--- src/rtl/ks_byte_serial_seq.sv ---
// Byte-serial ADD/SUB sequencer feeding an external combinational 8-bit adder slice.
// The slice carry is chained byte to byte, LSB first.
module ks_byte_serial_seq #(
   parameter int NBYTES = 4
) (
   input  logic                  clk,
   input  logic                  rst_n,
   input  logic                  in_valid,
   output logic                  in_ready,
   input  logic [8*NBYTES-1:0]   in_a,
   input  logic [8*NBYTES-1:0]   in_b,
   input  logic                  in_cin,
   input  logic                  in_sub,
   output logic [7:0]            add_x1,
   output logic [7:0]            add_x2,
   output logic                  add_cin,
   input  logic [7:0]            add_s,
   input  logic                  add_cout,
   output logic                  out_valid,
   input  logic                  out_ready,
   output logic [8*NBYTES-1:0]   out_sum,
   output logic                  out_cout,
   output logic                  out_ovf
);

   localparam int W  = 8 * NBYTES;
   localparam int IW = (NBYTES > 1) ? $clog2(NBYTES) : 1;
   localparam logic [IW-1:0] LAST = IW'(NBYTES - 1);

   typedef enum logic [1:0] {
      IDLE = 2'd0,
      RUN  = 2'd1,
      DONE = 2'd2
   } state_t;

   state_t                     state;
   logic [IW-1:0]              idx;
   logic                       carry_reg;
   logic [NBYTES-1:0][7:0]     a_reg;
   logic [NBYTES-1:0][7:0]     b_reg;
   logic [NBYTES-1:0][7:0]     sum_reg;
   logic                       ovf_byte;

   assign in_ready  = (state == IDLE);
   assign out_valid = (state == DONE);
   assign out_sum   = W'(sum_reg);

   // Sign rule applied to the top byte; b_reg already holds the effective B.
   assign ovf_byte = (a_reg[NBYTES-1][7] == b_reg[NBYTES-1][7])
                   & (add_s[7] != a_reg[NBYTES-1][7]);

   always_comb begin
      add_x1  = 8'd0;
      add_x2  = 8'd0;
      add_cin = 1'b0;
      if (state == RUN) begin
         add_x1  = a_reg[idx];
         add_x2  = b_reg[idx];
         add_cin = carry_reg;
      end
   end

   always_ff @(posedge clk) begin
      if (!rst_n) begin
         state     <= IDLE;
         idx       <= '0;
         carry_reg <= 1'b0;
         a_reg     <= '0;
         b_reg     <= '0;
         sum_reg   <= '0;
         out_cout  <= 1'b0;
         out_ovf   <= 1'b0;
      end else begin
         unique case (state)
            IDLE: begin
               if (in_valid) begin
                  a_reg     <= in_a;
                  b_reg     <= in_sub ? ~in_b : in_b;
                  carry_reg <= in_sub ? 1'b1 : in_cin;
                  idx       <= '0;
                  sum_reg   <= '0;
                  state     <= RUN;
               end
            end
            RUN: begin
               sum_reg[idx] <= add_s;
               carry_reg    <= add_cout;
               if (idx == LAST) begin
                  out_cout <= add_cout;
                  out_ovf  <= ovf_byte;
                  state    <= DONE;
               end else begin
                  idx <= idx + 1'b1;
               end
            end
            DONE: begin
               if (out_ready) begin
                  state <= IDLE;
               end
            end
            default: state <= IDLE;
         endcase
      end
   end

endmodule

--- config.mk ---
export PLATFORM = sky130hd
export DESIGN_NAME = ks_byte_serial_seq
export DESIGN_NICKNAME = d
export VERILOG_FILES = /design/src/rtl/ks_byte_serial_seq.sv
export SDC_FILE = /design/constraint.sdc
export NUM_CORES = 1
export LEC_CHECK = 0
export CAP_MARGIN = 5
export CELL_PAD_IN_SITES_DETAIL_PLACEMENT = 2
export CELL_PAD_IN_SITES_GLOBAL_PLACEMENT = 2
export CORE_MARGIN = 2
export CORE_UTILIZATION = 30
export CTS_BUF_LIST = sky130_fd_sc_hd__clkbuf_8
export CTS_CLUSTER_DIAMETER = 40
export DETAILED_ROUTE_END_ITERATION = 7
export PLACE_DENSITY = 0.8
export SKIP_LAST_GASP = 1
export SLEW_MARGIN = 25
export SYNTH_ARGS = -nofsm -noshare
export SYNTH_HDL_FRONTEND = slang
export SYNTH_SLANG_ARGS = --single-unit
--- constraint.sdc ---
create_clock -name clk -period 2.2 [get_ports clk]
set_clock_uncertainty 0.15 [all_clocks]
set_input_delay 0.44 -clock clk [delete_from_list [all_inputs] [get_ports clk]]
set_output_delay 0.44 -clock clk [all_outputs]
set_load 0.05 [all_outputs]
==> results.ini, run 1 <==
[sta]
hold_violations = 0
post-route-worst-setup-slack_ns = -0.124
finalCriticalPeriod_ns = 2.32
holdWs_ns = 0.322
worstMarginPinSlew_ns = 0.604
final_max_slew_viol_count = 0
slew_headroom = 0.597
timing.fmax_ghz = 0.430
rsz0062_at_grt = yes
setup_viol = 16
tns_ns = -1.72
min_period_over_period = 1.06

[status]
outcome = finished, violations left
violations = negative setup slack

[floorplan]
die_w_um = 130
coreArea_um2 = 15300
io_pins = 132
rows = 45
initial_core_util = 0.309
die_area_um2 = 16800
die_y_um = 130

[flow_run]
cap_viol_max_count = 0

[setup_path]
cp-start-kind = register
critPathKind = register to primary output
r2r-start = idx[0]
cp.arrival_ns = 1.73
crit_required_ns = 1.61
rr_endpoint = out_sum[3]
reg2reg_depth = 7
path_max_fanout = 8
endpoint_kind = primary output
r2r_slack_ns = 0.29

[placement]
place_area_um2 = 6340
numPortBuffers = 131
place_hpwl_um = 10600
place_congestion = 0.761

[yosys]
ys_seq_elements = 103
syn_avg_cell_area_um2 = 9.54
synth.top_cell.area_share = 0.436
yosys_warnings = 0
synth_common_cells = nand2_1 (143), dfxtp_1 (103), o211a_1 (32), xnor2_1 (32), a21boi_0 (29)
synthArstFlopShare = 0
synth-main-ff-cell = dfxtp_1
syn_nets = 580
synth_cell_types = 34
synthesis.area_um2 = 4730
yosys-top-cells-area = dfxtp_1 (44%), nand2_1 (11%), o211a_1 (6.8%), xnor2_1 (5.9%), mux4_1 (5.6%)
ys_seq_area_frac = 0.436
synth_top_area_cell = dfxtp_1
synth.most_common_cell = nand2_1
synthCells = 496
synth-edff-count = 0

[power]
max-vdd-ir-drop_uv = 240
cellPowerDensity_nw_per_um2 = 632
p_leak_nw = 3.17

[detailed_routing]
dr.pass1.iters = 4
wl_um = 14800
drt-initial-drc-count = 209
ant_nets = 0
drc = 0
vias_per_cell = 4.83
vias = 4063
wl_per_cell_um = 17.6

[layout]
diodes = 0
drive_above_1_share = 0.160
final_area_um2 = 6810
nFillCells = 1633
area_growth_syn_to_layout_pct = 43.9
fin_util = 0.445
nNetsFinal = 709

[clock_tree]
clockBufferDepth = 2
cts_hold_buffers = 0
cts_buffers = 9
ctsHtreeMaxLevel = 3
cts_tree = built
clk_pin_slew_worst_paths_ns = 0.10
cts_sinks = 103
root_buffer = clkbuf_8
clock_latency_ns = 0.39

[worst_hold_path]
hp-start = a_reg[14]
worstHoldEndpoint = a_reg[14]
hp-class = register to register
min_path_cells = 2

[global_routing]
overflow = 0
grt_pass1_vias = 4525
grt_usage = 0.182
grt_pass1_wl_um = 23700
antenna_found_initial = 0
grt_max_degree = 49

layout by cell type, fill, tap and decap left out, types with 2 or more instances in the layout:
cell type / synthesis / routed
a21boi_0: 29 / 29
a21boi_1: 3 / 3
a21oi_1: 3 / 3
and3b_1: 2 / 2
buf_12: 0 / 10
buf_4: 3 / 19
buf_6: 1 / 13
buf_8: 1 / 5
bufinv_16: 0 / 2
clkbuf_8: 0 / 9
clkdlybuf4s50_1: 0 / 80
clkinvlp_4: 0 / 2
dfxtp_1: 103 / 101
dlygate4sd2_1: 0 / 6
dlymetal6s2s_1: 0 / 24
ha_1: 5 / 5
inv_1: 4 / 4
mux2i_1: 9 / 9
mux4_2: 6 / 16
nand2_1: 143 / 143
nand2b_1: 4 / 4
nand3_1: 8 / 8
nand3b_2: 3 / 3
nor2_1: 5 / 4
nor2b_1: 18 / 5
nor2b_4: 0 / 12
o211a_1: 32 / 32
o21ai_0: 4 / 4
o22ai_1: 24 / 24
xnor2_1: 32 / 32
kinds of logic (layout without fill, tap and decap cells):
family	after synthesis	count (layout)	synth area share
AO/OA/AOI/OAI	100	100	0.168
XOR/XNOR	32	32	0.0592
adder cells (fa/ha/maj)	5	5	0.0132
buffers and inverters	44	178	0.0471
flip-flops	103	103	0.436
multiplexers	25	25	0.103
AND/OR/NAND/NOR	187	187	0.174
what timing repair did:
item | CTS | global route
gates resized for setup | 56 | 32
buffers inserted | 6 | 0
pin swaps | 0 | 0
cloned | 0 | 0
setup endpoints to repair | 23 | 41
routing by layer:
layer,wire length [um],share of wire,up-vias,GRT usage
li1,-,-,1959,-
met1,6470,0.44,1999,0.221
met2,7560,0.51,95,0.328
met3,610,0.041,10,0.0446
met4,135,0.0091,0,0.0361
met5,0,0,-,0
through the flow:
stage,total power [W],setup slack (ns),instances
after floorplan,0.00256,0.00753,496
after global placement,0.00288,0.0467,819
after detailed placement,0.00292,-0.0346,819
after CTS,0.00435,-0.184,841
after global routing,0.00453,-0.204,841
final,0.00431,-0.124,841
where the power goes:
part,internal [W],total (W),switching (W)
sequential,0.00197,0.00204,0.0000643
combinational,0.000450,0.000900,0.000450
clock,0.000654,0.00137,0.000716
cell type report:
cell class	count	area, um^2	share of cell area
Clock buffer	9	124	0.0182
Clock inverter	7	104	0.0153
Inverter	4	15.0	0.00221
Multi-Input combinational cell	349	2510	0.369
Sequential cell	103	2070	0.304
Tap cell	211	264	0.0388
Timing Repair Buffer	158	1720	0.253
how the worst max path moves through the flow:
stage,endpoint,start,slack (ns),depth (start not counted)
CTS,add_x1[7],idx[0],-0.18,4
global route,add_x2[7],idx[0],-0.20,4
floorplan,add_x2[0],state[1],0.008,4
global placement,a_reg[21],in_valid,0.05,5
detailed placement,a_reg[18],in_valid,-0.03,5
finish,add_x1[7],idx[0],-0.12,4
critical path, stage by stage, from the launching register on:
cell and delay [ns]:
dfxtp_4 0.39, buf_12 0.14, mux4_2 0.51, nor2b_4 0.15
buf_6 0.16
Power figures use the tool's default switching activity.
==> run 2: changes to the inputs <==
- CAP_MARGIN: 5 -> default
- CORE_MARGIN: 2 -> default
==> run 2 against run 1 <==
Net effect:
- the run still ends with negative setup slack left
- non-clock buffer count fell by 2
- sequential share of layout area is 0.46 points higher
- utilization fell by 0.66 points
- maximum frequency grew 0.59%
- combinational power is 0.8% lower
- largest power group unchanged
==> results.ini, run 2 (synthesis results as in run 1) <==
[status]
outcome = finished, violations left
violations = negative setup slack

[detailed_routing]
drt-initial-drc-count = 171  ; -18%
dr.pass1.iters = 4  ; unchanged
wl_per_cell_um = 17.1  ; -2.8%
wl_um = 14300  ; -3.0%
drc = 0  ; unchanged
vias_per_cell = 4.84  ; +0.24%
vias = 4063  ; unchanged
ant_nets = 0  ; unchanged

[clock_tree]
cts_hold_buffers = 0  ; unchanged
cts_sinks = 103  ; unchanged
clk_pin_slew_worst_paths_ns = 0.10  ; about the same
ctsHtreeMaxLevel = 3  ; unchanged
clockBufferDepth = 2  ; unchanged
root_buffer = clkbuf_8
clock_latency_ns = 0.38  ; about the same
cts_tree = built
cts_buffers = 9  ; unchanged

[sta]
final_max_slew_viol_count = 0  ; unchanged
min_period_over_period = 1.05  ; -0.00624
post-route-worst-setup-slack_ns = -0.110  ; +0.0137 ns
setup_viol = 16  ; unchanged
timing.fmax_ghz = 0.433  ; +0.59%
rsz0062_at_grt = yes
finalCriticalPeriod_ns = 2.31  ; -0.0137 ns
slew_headroom = 0.637  ; +0.0402
hold_violations = 0  ; unchanged
worstMarginPinSlew_ns = 0.543  ; -0.0610 ns

[setup_path]
cp-start-kind = register
r2r_slack_ns = 0.30  ; about the same
path_max_fanout = 6  ; -2
endpoint_kind = primary output
cp.arrival_ns = 1.72  ; about the same
slowest_delay_ns = 0.52  ; about the same
crit_required_ns = 1.61  ; about the same
crit_path_top_delay_cell = mux4_2
crit_family = multiplexers
crit_path_cell_trace = buf_8, mux4_2, nor2b_4, buf_6
critPathKind = register to primary output
path_buf_inv = 2  ; unchanged

[placement]
dp_cells = 818  ; -0.12%
place_ws_ns = -0.00345  ; +0.0311 ns
place_congestion = 0.790  ; +3.8%
place_hpwl_um = 10500  ; -0.86%
numPortBuffers = 131  ; unchanged

[floorplan]
io_pins = 132  ; unchanged
initial_core_util = 0.309  ; unchanged
coreArea_um2 = 15300  ; unchanged
rows = 45  ; unchanged
die_area_um2 = 16300  ; -3.1%
die_y_um = 128  ; -1.5%
die_w_um = 128  ; -1.5%

[power]
finalPower_w = 0.00405  ; -5.9%
cellPowerDensity_nw_per_um2 = 604  ; -4.4%
p_leak_nw = 2.78  ; -12%
max-vdd-ir-drop_uv = 309  ; +29%

[global_routing]
grt_usage = 0.185  ; +0.00331
grt_pass1_vias = 4511  ; -0.31%
grt_max_degree = 48  ; -2.0%
grt_pass1_wl_um = 23300  ; -1.8%
overflow = 0  ; unchanged
antenna_found_initial = 0  ; unchanged

[layout]
regArea_um2 = 2070  ; unchanged
diodes = 0  ; unchanged
multi_input_area_um2 = 2510  ; -0.20%
final_common_cell = nand2_1
final_cell_mix = nand2_1 (143), clkdlybuf4s50_1 (103), dfxtp_1 (101)
nNetsFinal = 707  ; -0.28%
fin_util = 0.438  ; -0.00662
area_growth_syn_to_layout_pct = 41.7
nFillCells = 1671  ; +2.3%
fin_cells = 839  ; -0.24%
drive_above_1_share = 0.158  ; -0.00267

[flow_run]
cap_viol_max_count = 0  ; unchanged

[worst_hold_path]
hp-class = register to register

## run 2: changes by cell type in the layout (fill, tap and decap cells not counted), moves of 3 or more
cell	before	now
buf_8	5	2
dlymetal6s2s_1	24	6
buf_4	19	16
clkdlybuf4s50_1	80	103
dlygate4sd2_1	6	1
## run 2: worst paths after layout
kind	cells after the start	start	end
worst max-delay path	4	idx[0]	add_x1[3]
worst min-delay path	2	out_sum[28]	out_sum[28]
worst max register to register	6	idx[0]	out_sum[29]
worst min register to register	2	out_sum[28]	out_sum[28]
## run 2: per-stage QoR
step                hold WS, ns  setup TNS (ns)  cell area, um^2
floorplan                 0.281               0             4750
global placement          0.290               0             6360
detailed placement        0.304        -0.00345             6360
CTS                       0.306           -2.37             6680
global route              0.321           -2.53             6710
finish                    0.316           -1.54             6710
## run 2: repair_timing
action	CTS	global route
hold endpoints to repair	0	0
resized for setup	47	11
setup endpoints to repair	17	23
setup buffers	5	0
## run 2: where the power goes
part	total (W)	internal, W	switching [W]
Combinational	0.000893	0.000448	0.000445
Sequential	0.00203	0.00197	0.0000636
Clock	0.00113	0.000444	0.000682
Total	0.00405	0.00286	0.00119
## run 2: final cells by class
cell class | count | share of cell area
clock buffer | 10 | 0.0205
clock inverter | 6 | 0.00653
inverter | 4 | 0.00224
multi-input combinational | 349 | 0.374
sequential | 103 | 0.308
tap | 211 | 0.0394
timing repair buffer | 156 | 0.249
## run 2: layer usage
metal / track usage / vias up / share of wire
li1: - / 1953 / -
met1: 0.211 / 2001 / 0.42
met2: 0.344 / 92 / 0.52
met3: 0.0369 / 17 / 0.041
met4: 0.0616 / 0 / 0.018
met5: 0 / - / 0
## run 2: worst register-to-register path, cell delays in order, from the launching register on
cell	delay, ns
dfxtp_4	0.38
buf_12	0.14
buf_4	0.14
ha_1	0.24
nand2_1	0.15
a21oi_4	0.38
mux2i_1	0.24
